## src/rtl/mult_pkg.sv

```systemverilog
// Shared definitions for the sequential shift-and-add multiplier.
//   state_e   : controller states (idle, per-bit calculation, sign fix-up, result hold)
//   cnt_width : bit-count register width for a given operand width, clog2(width)+1
//   abs_val   : two's-complement magnitude of a width-bit value held in a 32-bit container
package mult_pkg;

  typedef enum logic [1:0] {
    StIdle,
    StCalc,
    StFix,
    StDone
  } state_e;

  localparam int unsigned MaxWidth = 32;

  function automatic int unsigned cnt_width(int unsigned width);
    return $clog2(width) + 1;
  endfunction

  // The caller truncates the result to width bits. For the most negative value the
  // low width bits come out as 2^(width-1), which is the correct unsigned magnitude.
  function automatic logic [MaxWidth-1:0] abs_val(logic [MaxWidth-1:0] x, int unsigned width);
    logic [MaxWidth-1:0] r;
    r = x;
    if (x[width-1]) begin
      r = ~x + MaxWidth'(1);
    end
    return r;
  endfunction

endpackage

```

## src/rtl/seq_shift_add_mult_if.sv

```systemverilog
// Operand/result handshake bundle for seq_shift_add_mult.
//   in_valid/in_ready   : operand channel carrying a, b, is_signed
//   out_valid/out_ready : result channel carrying p (2*WIDTH bits)
//   busy                : multiplier is stepping or fixing the sign
// master = producer/consumer side, slave = multiplier side.
interface seq_shift_add_mult_if #(
  parameter int unsigned WIDTH = 4
);
  logic               in_valid;
  logic               in_ready;
  logic [WIDTH-1:0]   a;
  logic [WIDTH-1:0]   b;
  logic               is_signed;
  logic               out_valid;
  logic               out_ready;
  logic [2*WIDTH-1:0] p;
  logic               busy;

  modport master (
    output in_valid, a, b, is_signed, out_ready,
    input  in_ready, out_valid, p, busy
  );

  modport slave (
    input  in_valid, a, b, is_signed, out_ready,
    output in_ready, out_valid, p, busy
  );
endinterface

```

## src/rtl/mult_sign_fix.sv

```systemverilog
// Conditional two's-complement negate applied to the finished accumulator.
//   neg  : 1 = result must be negated
//   acc  : unsigned magnitude product
//   prod : acc or -acc (mod 2^WIDTH); -0 stays 0
module mult_sign_fix #(
  parameter int unsigned WIDTH = 8
) (
  input  logic             neg,
  input  logic [WIDTH-1:0] acc,
  output logic [WIDTH-1:0] prod
);
  assign prod = neg ? (~acc + WIDTH'(1)) : acc;
endmodule

```

## src/rtl/seq_shift_add_mult.sv

```systemverilog
// Sequential shift-and-add multiplier, one multiplier bit per clock, one operation in flight.
//   clk, rst : clock (rising edge) and asynchronous active-high reset
//   bus      : seq_shift_add_mult_if slave modport (operand and result handshakes, busy)
// Signed operands are reduced to magnitudes at accept; the product sign is applied in FIX.
// EARLY_EXIT=1 leaves CALC once the remaining multiplier bits are all zero.
module seq_shift_add_mult
  import mult_pkg::*;
#(
  parameter int unsigned WIDTH      = 4,
  parameter bit          EARLY_EXIT = 1'b0
) (
  input  logic                clk,
  input  logic                rst,
  seq_shift_add_mult_if.slave bus
);

  localparam int unsigned ProdW = 2 * WIDTH;
  localparam int unsigned CntW  = cnt_width(WIDTH);

  state_e state_q, state_d;

  logic [WIDTH-1:0] mcand_q;
  logic [WIDTH-1:0] mplier_q;
  logic [ProdW-1:0] acc_q;
  logic [CntW-1:0]  cnt_q;
  logic             neg_q;
  logic [ProdW-1:0] p_q;
  logic             out_valid_q;

  logic [WIDTH-1:0] mcand_in;
  logic [WIDTH-1:0] mplier_in;
  logic             neg_in;
  logic [WIDTH-1:0] mplier_shr;
  logic [ProdW-1:0] addend;
  logic [ProdW-1:0] p_fix;
  logic             last_step;

  // Operand conditioning at accept.
  always_comb begin
    mcand_in  = bus.a;
    mplier_in = bus.b;
    neg_in    = 1'b0;
    if (bus.is_signed) begin
      mcand_in  = WIDTH'(abs_val(MaxWidth'(bus.a), WIDTH));
      mplier_in = WIDTH'(abs_val(MaxWidth'(bus.b), WIDTH));
      neg_in    = bus.a[WIDTH-1] ^ bus.b[WIDTH-1];
    end
  end

  assign mplier_shr = mplier_q >> 1;
  assign addend     = {{WIDTH{1'b0}}, mcand_q} << cnt_q;
  // cnt is compared before the step, so the WIDTH-th step is the final one.
  assign last_step  = (cnt_q == CntW'(WIDTH - 1)) || (EARLY_EXIT && (mplier_shr == '0));

  mult_sign_fix #(
    .WIDTH(ProdW)
  ) u_sign_fix (
    .neg (neg_q),
    .acc (acc_q),
    .prod(p_fix)
  );

  // State register.
  always_ff @(posedge clk or posedge rst) begin
    if (rst) begin
      state_q <= StIdle;
    end else begin
      state_q <= state_d;
    end
  end

  // Next-state logic. out_valid is always set in DONE, so out_ready alone completes it.
  always_comb begin
    state_d = state_q;
    unique case (state_q)
      StIdle: if (bus.in_valid) state_d = StCalc;
      StCalc: if (last_step) state_d = StFix;
      StFix:  state_d = StDone;
      StDone: if (bus.out_ready) state_d = StIdle;
      default: state_d = StIdle;
    endcase
  end

  // FSM outputs.
  always_comb begin
    bus.in_ready = 1'b0;
    bus.busy     = 1'b0;
    unique case (state_q)
      StIdle:        bus.in_ready = 1'b1;
      StCalc, StFix: bus.busy     = 1'b1;
      default:       ;
    endcase
  end

  // Shift/add datapath and result register.
  always_ff @(posedge clk or posedge rst) begin
    if (rst) begin
      mcand_q     <= '0;
      mplier_q    <= '0;
      acc_q       <= '0;
      cnt_q       <= '0;
      neg_q       <= 1'b0;
      p_q         <= '0;
      out_valid_q <= 1'b0;
    end else begin
      unique case (state_q)
        StIdle: begin
          if (bus.in_valid) begin
            mcand_q  <= mcand_in;
            mplier_q <= mplier_in;
            neg_q    <= neg_in;
            acc_q    <= '0;
            cnt_q    <= '0;
          end
        end
        StCalc: begin
          if (mplier_q[0]) begin
            acc_q <= acc_q + addend;
          end
          mplier_q <= mplier_shr;
          cnt_q    <= cnt_q + CntW'(1);
        end
        StFix: begin
          p_q         <= p_fix;
          out_valid_q <= 1'b1;
        end
        StDone: begin
          if (bus.out_ready) begin
            out_valid_q <= 1'b0;
          end
        end
        default: ;
      endcase
    end
  end

  assign bus.p         = p_q;
  assign bus.out_valid = out_valid_q;

endmodule

```

## src/flat_wrapper.sv

```systemverilog
// flat-port wrapper written by rule: the top's interface ports become plain ports
module seq_shift_add_mult_flat import mult_pkg::*;
#(
  parameter int unsigned WIDTH      = 4,
  parameter bit          EARLY_EXIT = 1'b0
)
  (clk, rst, bus_in_valid, bus_a, bus_b, bus_is_signed, bus_out_ready, bus_in_ready, bus_out_valid, bus_p, bus_busy);
  seq_shift_add_mult_if #(.WIDTH(WIDTH)) bus_i ();
  input  logic clk;
  input  logic rst;
  input wire logic [$bits(bus_i.in_valid)-1:0] bus_in_valid;
  input wire logic [$bits(bus_i.a)-1:0] bus_a;
  input wire logic [$bits(bus_i.b)-1:0] bus_b;
  input wire logic [$bits(bus_i.is_signed)-1:0] bus_is_signed;
  input wire logic [$bits(bus_i.out_ready)-1:0] bus_out_ready;
  output wire logic [$bits(bus_i.in_ready)-1:0] bus_in_ready;
  output wire logic [$bits(bus_i.out_valid)-1:0] bus_out_valid;
  output wire logic [$bits(bus_i.p)-1:0] bus_p;
  output wire logic [$bits(bus_i.busy)-1:0] bus_busy;
  assign bus_i.in_valid = bus_in_valid;
  assign bus_i.a = bus_a;
  assign bus_i.b = bus_b;
  assign bus_i.is_signed = bus_is_signed;
  assign bus_i.out_ready = bus_out_ready;
  assign bus_in_ready = bus_i.in_ready;
  assign bus_out_valid = bus_i.out_valid;
  assign bus_p = bus_i.p;
  assign bus_busy = bus_i.busy;
  seq_shift_add_mult #(.WIDTH(WIDTH), .EARLY_EXIT(EARLY_EXIT)) u_core (.clk(clk), .rst(rst), .bus(bus_i));
endmodule
```

## config.mk

```make
export PLATFORM = sky130hd
export DESIGN_NAME = seq_shift_add_mult_flat
export DESIGN_NICKNAME = d
export VERILOG_FILES = /design/src/rtl/mult_pkg.sv /design/src/rtl/seq_shift_add_mult_if.sv /design/src/rtl/mult_sign_fix.sv /design/src/rtl/seq_shift_add_mult.sv /design/src/flat_wrapper.sv
export SDC_FILE = /design/constraint.sdc
export NUM_CORES = 1
export LEC_CHECK = 0
export CORE_UTILIZATION = 50
export CTS_BUF_LIST = sky130_fd_sc_hd__clkbuf_4
export DETAILED_ROUTE_END_ITERATION = 8
export PLACE_DENSITY = 0.81
export SLEW_MARGIN = 20
export SYNTH_ARGS = -nofsm -noshare
export SYNTH_HDL_FRONTEND = slang
export SYNTH_SLANG_ARGS = --single-unit
```

## constraint.sdc

```tcl
create_clock -name clk -period 2.5 [get_ports clk]
set_input_delay 0.5 -clock clk [delete_from_list [all_inputs] [get_ports clk]]
set_output_delay 0.5 -clock clk [all_outputs]
set_load 0.005 [all_outputs]
```

---- Yosys cells after proc, flatten, opt, wreduce, memory -nomap -nowiden ----
Cells that the tools add are included.
word-level totals
  flip-flop bits (word level) ............. 31
  bits of input ports ..................... 13
  word-level logic and storage cells ...... 56
cells by class
  $add $sub $neg .......................... 5
  eq/ne operators ......................... 8
  shift-type cells ........................ 1
  multiplexer cells ....................... 21
  bitwise operators ....................... 4
  reduce and logical (&&, ||, !) cells .... 9
operator list
  operator             number
  $mux 8               3
  $mux 4               5
  $pmux 8 s2           1
  $add 4x1->4 const B  2
  $add 8x1->8 const B  1
  $add 8x8->8          1
  $not 4->4            2
  $not 8->8            1
  $pmux 2 s4           1
  $pmux 4 s2           1
  $shl 4x3->8          1
  $mux 2               3
  $pmux 3 s2           1
  $reduce_and 2->1     3
  $reduce_and 3->1     2
  $eq 2x2->1 const B   2
  $mux 1               4
  $ne 2x1->1 const B   2
  $ne 2x2->1 const B   2
  $reduce_bool 2->1    2
  $add 3x1->3 const B  1
  $eq 3x2->1 const B   1
  $mux 3               1
  $eq 2x1->1 const B   1
  other kinds (4)      4

---- Depth between registers and ports, before layout ----
Gate-level depths: netlist (run 1).
  depth in word-level cells ............... 6
  depth in mapped cells ................... 12
  mapped depth without buffers ............ 11

---- By module ----
From an unflattened synthesis (run 1), not the netlist that was laid out.
unflattened totals
  cells, all modules ...................... 211
  area, all modules ....................... 2,035.7 um^2
by module, submodules not included
  module              times used  cells each  area an instance (um^2)
  seq_shift_add_mult  1           190         1,864.3
  mult_sign_fix       1           21          171.4

---- Least setup slack after synthesis (run 1) ----
Ideal clock, no wire load.
  path type ............................... register to register
  from .................................... register u_core.cnt_q[0]
  to ...................................... register u_core.acc_q[7]
  library setup time ...................... 0.104 ns
  arrival ................................. 2.523 ns
  path slack .............................. -0.127 ns
  stages on the path, launching flop included .. 10
  clock period less this slack ............ 2.627 ns
  cell sequence ........................... dfrtp_1 > buf_6 > mux4_2 > and2_2 > ha_1 > nand2_1 > a211oi_1 > nor3b_1 > or4b_1 > o311ai_1
on the way
  cells in the longest elaborated chain, start to end .. 4
ends and longest elaborated chain
  item                    line                       source
  start, declared         seq_shift_add_mult.sv:25   logic [CntW-1:0] cnt_q;
  start signal, assigned  seq_shift_add_mult.sv:121  cnt_q <= cnt_q + CntW'(1);
  $shl 4x3->8             seq_shift_add_mult.sv:51   assign addend = {{WIDTH{1'b0}}, mcand_q} << cnt_q;
  $add 8x8->8             seq_shift_add_mult.sv:118  acc_q <= acc_q + addend;
  $mux 8                  seq_shift_add_mult.sv:117  if (mplier_q[0]) begin
  $pmux 8 s2              seq_shift_add_mult.sv:106  unique case (state_q)
  end signal, assigned    seq_shift_add_mult.sv:118
  end, declared           seq_shift_add_mult.sv:24   logic [ProdW-1:0] acc_q;
Every way passes these cells. The select of a mux whose other input is x is not followed.
A chain may end at the register's enable or synchronous reset.

---- Worst setup path after layout (run 1) ----
  from .................................... register u_core.mcand_q[0]
  to ...................................... register u_core.acc_q[7]
on the way
  cells in the longest elaborated chain, start to end .. 4
ends and longest elaborated chain
  item                    line                       source
  start, declared         seq_shift_add_mult.sv:22   logic [WIDTH-1:0] mcand_q;
  start signal, assigned  seq_shift_add_mult.sv:109  mcand_q <= mcand_in;
  $shl 4x3->8             seq_shift_add_mult.sv:51
  $add 8x8->8             seq_shift_add_mult.sv:118
  $mux 8                  seq_shift_add_mult.sv:117
  $pmux 8 s2              seq_shift_add_mult.sv:106
Every way passes these cells. The select of a mux whose other input is x is not followed.

==> results of run 1 <==
==> path summary, 6_finish.rpt <==
path                                          startpoint                          end  slack, ns
min in group asynchronous                            rst  u_core.bus.p[0]$_DFFE_PP0P_       0.54
max in group asynchronous                            rst  u_core.cnt_q[0]$_DFFE_PP0P_       1.64
max reg2reg                u_core.mcand_q[0]$_DFFE_PP0P_  u_core.acc_q[7]$_DFFE_PP0P_       0.05
max                        u_core.mcand_q[0]$_DFFE_PP0P_  u_core.acc_q[7]$_DFFE_PP0P_       0.05
min reg2reg                  u_core.bus.p[0]$_DFFE_PP0P_  u_core.bus.p[0]$_DFFE_PP0P_       0.52
min                          u_core.bus.p[0]$_DFFE_PP0P_  u_core.bus.p[0]$_DFFE_PP0P_       0.52
==> stage by stage <==
| stage | TNS [ns] | total power, uW | instances | util | instance area (um^2) |
|---|---|---|---|---|---|
| 2_1_floorplan | 0 | 2000 | 221 | - | 2070 |
| 3_3_place_gp | 0 | 2460 | 296 | 0.625 | 2370 |
| 3_5_place_dp | -0.0219 | 2520 | 296 | 0.625 | 2370 |
| 4_1_cts | -0.00315 | 2890 | 306 | 0.652 | 2480 |
| 5_1_grt | -0.0450 | 3330 | 308 | 0.673 | 2550 |
| 6_report | 0 | 3060 | 308 | 0.673 | 2550 |
==> state kept, by name, indices dropped and copies added (netlist names) <==
register	count
u_core.mplier_q	4
u_core.bus.p	8
u_core.neg_q	1
u_core.mcand_q	4
u_core.cnt_q	3
u_core.acc_q	8
u_core.bus.out_valid	1
u_core.state_q	2
==> area by class of cell <==
type / instances / area, um^2 / area share
Clock inverter: 2 / 8.76 / 0.00343
Multi-Input combinational cell: 165 / 1240 / 0.487
Clock buffer: 5 / 37.5 / 0.0147
Timing Repair Buffer: 41 / 365 / 0.143
Tap cell: 48 / 60.1 / 0.0235
Sequential cell: 31 / 778 / 0.305
Inverter: 16 / 60.1 / 0.0235
==> synthesized netlist by cell type, types with 2 or more instances <==
library cell | count | share of area
dfrtp_1 | 31 | 0.38
nand2_1 | 29 | 0.053
ha_1 | 16 | 0.098
inv_1 | 16 | 0.029
a21oi_1 | 15 | 0.037
o21ai_0 | 12 | 0.029
o21ai_1 | 11 | 0.027
nor2_1 | 10 | 0.018
xnor2_1 | 7 | 0.030
mux2i_1 | 6 | 0.029
xor2_1 | 6 | 0.026
clkbuf_1 | 5 | 0.0092
nand3_1 | 5 | 0.012
o22ai_1 | 5 | 0.015
a21o_1 | 4 | 0.015
nand2b_1 | 4 | 0.012
a211oi_1 | 3 | 0.011
o31ai_1 | 3 | 0.011
or3_1 | 3 | 0.0092
a22o_1 | 2 | 0.0085
mux2_2 | 2 | 0.011
nor2b_1 | 2 | 0.0061
nor3_1 | 2 | 0.0049
nor3b_1 | 2 | 0.0073
or4b_1 | 2 | 0.0098
==> power groups by stage <==
stage	combinational, uW	clock (uW)	sequential, uW
after floorplan	1140	0	859
after detailed placement	1600	0	921
after global placement	1550	0	909
after global routing	2070	296	958
after CTS	1700	274	914
final	1860	266	928
==> layer usage <==
layer,up-vias,track usage
met2,40,0.413
met3,7,0.0621
met5,-,0
met4,0,0.0559
met1,810,0.232
li1,856,-
==> kinds of logic after synthesis <==
kind of cell    Yosys count
mux                       9
xor+xnor                 13
fa+ha+maj                17
flops                    31
simple gates             64
compound gates           62
buf+inv                  25
==> critical path: stages, from the launching register on <==
cell,delay [ns]
dfrtp_2,0.45
mux4_2,0.49
and2_4,0.16
ha_4,0.27
nand2_4,0.06
a211oi_4,0.25
nor3b_2,0.07
or4b_1,0.52
o311ai_1,0.08
==> repair_timing <==
action                     in CTS  in global routing
setup endpoints to repair       1                  2
buffers inserted                3                  2
resized for setup               9                 14
pin swaps                       7                  5
==> metrics.yaml, run 1 <==
skew_ns: 0.00842
vias: 1713
numPortBuffers: 23
layout_commonest_cell: "dfrtp_1"
gp_congestion: 0.865
synthAdderAreaFrac: 0.107
status: "finished clean"
final_cell_mix: "29 x dfrtp_1, 28 x nand2_1, 23 x clkdlybuf4s50_1"
top_layer: "met4"
grt_pass1_vias: 1693
pwr-share-comb: 0.609
synth_fp_nets: 251
grt_max_degree: 32
dr_wl_met3_um: 167
fillers: 315
avgViaCountPerCell: 5.56
fmax_ghz: 0.408
final_nets: 290
root_buffer: "clkbuf_4"
ir_worst_vdd_mv: 0.613
synth_seq_cells: 31
dp_slack_ns: -0.0219
reg2reg_depth: 8
drv_slew: 0
antenna_found_initial: 0
hold_path_depth: 1
grt_usage: 0.218
synth-xor-area-share: 0.0556
cts_tree: "done"
dr_wl_met2_um: 2180
yosys_warnings: 0
async_reset_ff_frac: 1.00
first_iter_violations: 95
netlist_instances: 221
rsz0062_at_grt: "true"
p_clk_frac: 0.087
wl_per_cell_um: 13.7
crit_type: "reg -> reg"
cp-end-kind: "flop"
syn_area_per_cell_um2: 9.27
wl_met1_um: 1810
tightestPinTransition_ns: 0.551
first_pass_iters: 4
worst_slack_ns: 0.0484
fin_crit_sh: 0.981
grt_pass1_wl_um: 7170
rows: 22
yosys.area_share.simple: 0.151
leakage_uw: 0.00116
dpl.hpwl_um: 3140
initial_utilization: 0.540
synth_edf_count: 0
die_w_um: 66.0
clk_latency_ns: 0.33
powerDensity_mw_per_mm2: 1200
syn_area_mm2: 0.00205
cts-hold-fix-buffers: 0
setup-violations-final: 0
hold_path_class: "reg -> reg"
area_delta_synth_final_pct: 24.7
cp.required_ns: 2.74
die_h_um: 66.0
muxShareOfSynthArea: 0.0513
finalWirelength_um: 4220
drv_cap: 0
cts_buffers: 5
clk_pin_slew_worst_paths_ns: 0.10
crit_fanout: 5
synth_top_family_by_area: "compound AO/OA/AOI/OAI gates"
ys_seq_area_frac: 0.379
swShare: 0.420
ant_nets: 0
start_kind: "flop"
synth_compound_area_frac: 0.187
grt_overflow: 0
core_mm2: 0.00380
p_int_uw: 1770
crit_arrival_ns: 2.69
maxSlewHeadroom: 0.633
dieArea_mm2: 0.00436
clkSinkCount: 31
cts_htree_levels: 2
antenna_cells: 0
p_switching_uw: 1280
holdWs_ns: 0.525
synth_ff_type: "dfrtp_1"
sequentialPowerShare: 0.304
synth.distinct_cells: 43
period_needed_ns: 2.45
drc: 0
layout-drive-gt1-share: 0.185
pin_count: 24
hold_viol_final: 0
clk_path_buf_depth: 2
Power figures use the tool's default switching activity.
==> run 2: changes to the inputs <==
--- a/config.mk
+++ b/config.mk
@@ -5,10 +5,12 @@
 export SDC_FILE = /design/constraint.sdc
 export NUM_CORES = 1
 export LEC_CHECK = 0
-export CORE_UTILIZATION = 50
+export CORE_MARGIN = 2
+export CORE_UTILIZATION = 52
 export CTS_BUF_LIST = sky130_fd_sc_hd__clkbuf_4
 export DETAILED_ROUTE_END_ITERATION = 8
-export PLACE_DENSITY = 0.81
+export GPL_TIMING_DRIVEN = 0
+export PLACE_DENSITY = 0.84
 export SLEW_MARGIN = 20
 export SYNTH_ARGS = -nofsm -noshare
 export SYNTH_HDL_FRONTEND = slang
==> metrics.yaml, run 2 (synthesis gave the netlist of run 1 again) <==
status: "finished, violations left"
violations: "setup timing"
r2r_setup_slack_ns: -0.08  # -0.12 ns
period_needed_ns: 2.58  # +0.124 ns
grt_max_degree: 32  # unchanged
numPortBuffers: 23  # unchanged
final_nets: 294  # +1.4%
cts_buffers: 5  # unchanged
final_cell_mix: "31 x dfrtp_1, 26 x nand2_1, 23 x clkdlybuf4s50_1"
p_clk_frac: 0.085  # -0.002
maxSlewHeadroom: 0.575  # -0.0575
first_pass_iters: 4  # unchanged
gp_congestion: 0.810  # -6.4%
fmax_ghz: 0.388  # -4.8%
die_w_um: 66.8  # +1.2%
area_delta_synth_final_pct: 28.9
clkSinkCount: 31  # unchanged
antenna_found_initial: 0  # unchanged
finalWirelength_um: 4300  # +2.0%
rows: 22  # unchanged
final_util: 0.711  # +0.0382
grt_overflow: 0  # unchanged
vias: 1739  # +1.5%
dieArea_mm2: 0.00446  # +2.3%
dpl.hpwl_um: 3050  # -2.8%
tns_ns: -0.0753  # -0.0753 ns
clk_pin_slew_worst_paths_ns: 0.10  # about the same
tightestPinTransition_ns: 0.636  # +0.0853 ns
wl_per_cell_um: 13.8  # +0.66%
crit_type: "reg -> reg"
hold_path_class: "reg -> reg"
dpl-instance-area_mm2: 0.00236  # -0.69%
drc: 0  # unchanged
pin_count: 24  # unchanged
final_cell_area_mm2: 0.00264  # +3.4%
ir_worst_vdd_mv: 0.676  # +10%
cts-hold-fix-buffers: 0  # unchanged
initial_utilization: 0.552  # +0.0120
cts_htree_levels: 2  # unchanged
crit_fanout: 3  # -2
hold_viol_final: 0  # unchanged
powerDensity_mw_per_mm2: 1190  # -0.73%
start_kind: "flop"
sequentialPowerShare: 0.290  # -0.014
antenna_cells: 0  # unchanged
cp-end-kind: "flop"
p_switching_uw: 1320  # +3.2%
grt_pass1_wl_um: 7000  # -2.4%
pwr-share-comb: 0.625  # +0.016
p_int_uw: 1810  # +2.2%
clk_path_buf_depth: 2  # unchanged
drv_cap: 0  # unchanged
startpoint: "u_core.cnt_q[0]$_DFFE_PP0P_"
clk_latency_ns: 0.33  # about the same
first_iter_violations: 91  # -4.2%
rsz0062_at_grt: "true"
swShare: 0.422  # +0.00227
layout-drive-gt1-share: 0.212  # +0.0275
grt_usage: 0.205  # -0.0124
hp-start: "u_core.bus.p[6]$_DFFE_PP0P_"
worst_slack_ns: -0.0753  # -0.124 ns
r2r-end: "u_core.acc_q[7]$_DFFE_PP0P_"
reg2reg_depth: 10  # +2
core_mm2: 0.00372  # -2.2%
crit_arrival_ns: 2.80  # +0.11 ns
fillers: 274  # -13%
reg2reg_from: "u_core.cnt_q[0]$_DFFE_PP0P_"
finalPower_uw: 3140  # +2.6%
setup-violations-final: 1  # +1
hold_end: "u_core.bus.p[6]$_DFFE_PP0P_"
cp.required_ns: 2.73  # about the same
leakage_uw: 0.00118  # +1.9%
grt_pass1_vias: 1644  # -2.9%
ant_nets: 0  # unchanged
avgViaCountPerCell: 5.57  # +0.22%
die_h_um: 66.8  # +1.2%
layout_commonest_cell: "dfrtp_1"
drv_slew: 0  # unchanged
hold_path_depth: 1  # unchanged
root_buffer: "clkbuf_4"
fin_crit_sh: 1.03  # +0.0495
cts_tree: "done"
skew_ns: 0.0161  # +0.00765 ns
==> run 2: timing repair <==
item / 4_1_cts / 5_1_grt
pin swaps: 6 / 9
resized for setup: 7 / 28
buffers inserted: 4 / 9
setup endpoints to repair: 1 / 2
==> run 2: stage by stage <==
step,hold WS [ns],worst slack (ns),instances
floorplan,0.470,0.0203,221
global placement,0.491,-0.0662,292
detailed placement,0.497,-0.115,292
CTS,0.519,-0.0227,303
global route,0.550,-0.161,312
finish,0.518,-0.0753,312
==> run 2: worst max-delay path by stage <==
stage                                             end
after CTS                 u_core.acc_q[6]$_DFFE_PP0P_
after detailed placement  u_core.acc_q[7]$_DFFE_PP0P_
after global routing      u_core.acc_q[7]$_DFFE_PP0P_
after floorplan           u_core.acc_q[7]$_DFFE_PP0P_
after global placement    u_core.acc_q[7]$_DFFE_PP0P_
final                     u_core.acc_q[7]$_DFFE_PP0P_
==> run 2: layer usage <==
metal  track usage  vias to the layer above  part of all wire
met5             0                        -                 0
met4        0.0816                        0             0.016
met3        0.0321                        7             0.030
met2         0.360                       34              0.52
met1         0.250                      831              0.43
li1              -                      867                 -
==> run 2: worst max-delay path, stage by stage, from the launching register on <==
cell,delay [ns]
dfrtp_1,0.38
buf_6,0.13
mux2i_4,0.24
nor2b_4,0.17
a211oi_2,0.05
ha_1,0.39
nand3_2,0.16
a211oi_4,0.30
nor3b_2,0.08
or4b_4,0.52
o311ai_2,0.08
==> run 2: cell type report <==
cell class                 instances  area (um^2)  share of cell area
inverter                          16         63.8              0.0242
timing repair buffer              36          332               0.126
multi-input combinational        165         1290               0.487
tap                               48         60.1              0.0227
clock buffer                       5         37.5              0.0142
sequential                        31          776               0.294
buffer                             9         76.3              0.0289
clock inverter                     2         8.76             0.00332
==> run 2: power by group through the flow <==
stage	combinational, uW	sequential (uW)	clock [uW]
floorplan	1140	859	0
global placement	1540	883	0
detailed placement	1590	893	0
CTS	1690	887	270
global route	2160	937	290
finish	1960	911	266
==> run 3: changes to the inputs <==
--- a/config.mk
+++ b/config.mk
@@ -15,3 +15,4 @@
 export SYNTH_ARGS = -nofsm -noshare
 export SYNTH_HDL_FRONTEND = slang
 export SYNTH_SLANG_ARGS = --single-unit
+export TNS_END_PERCENT = 100
==> results of run 3 <==
Same layout as run 2: the final DEF is identical, and so are final timing and power.
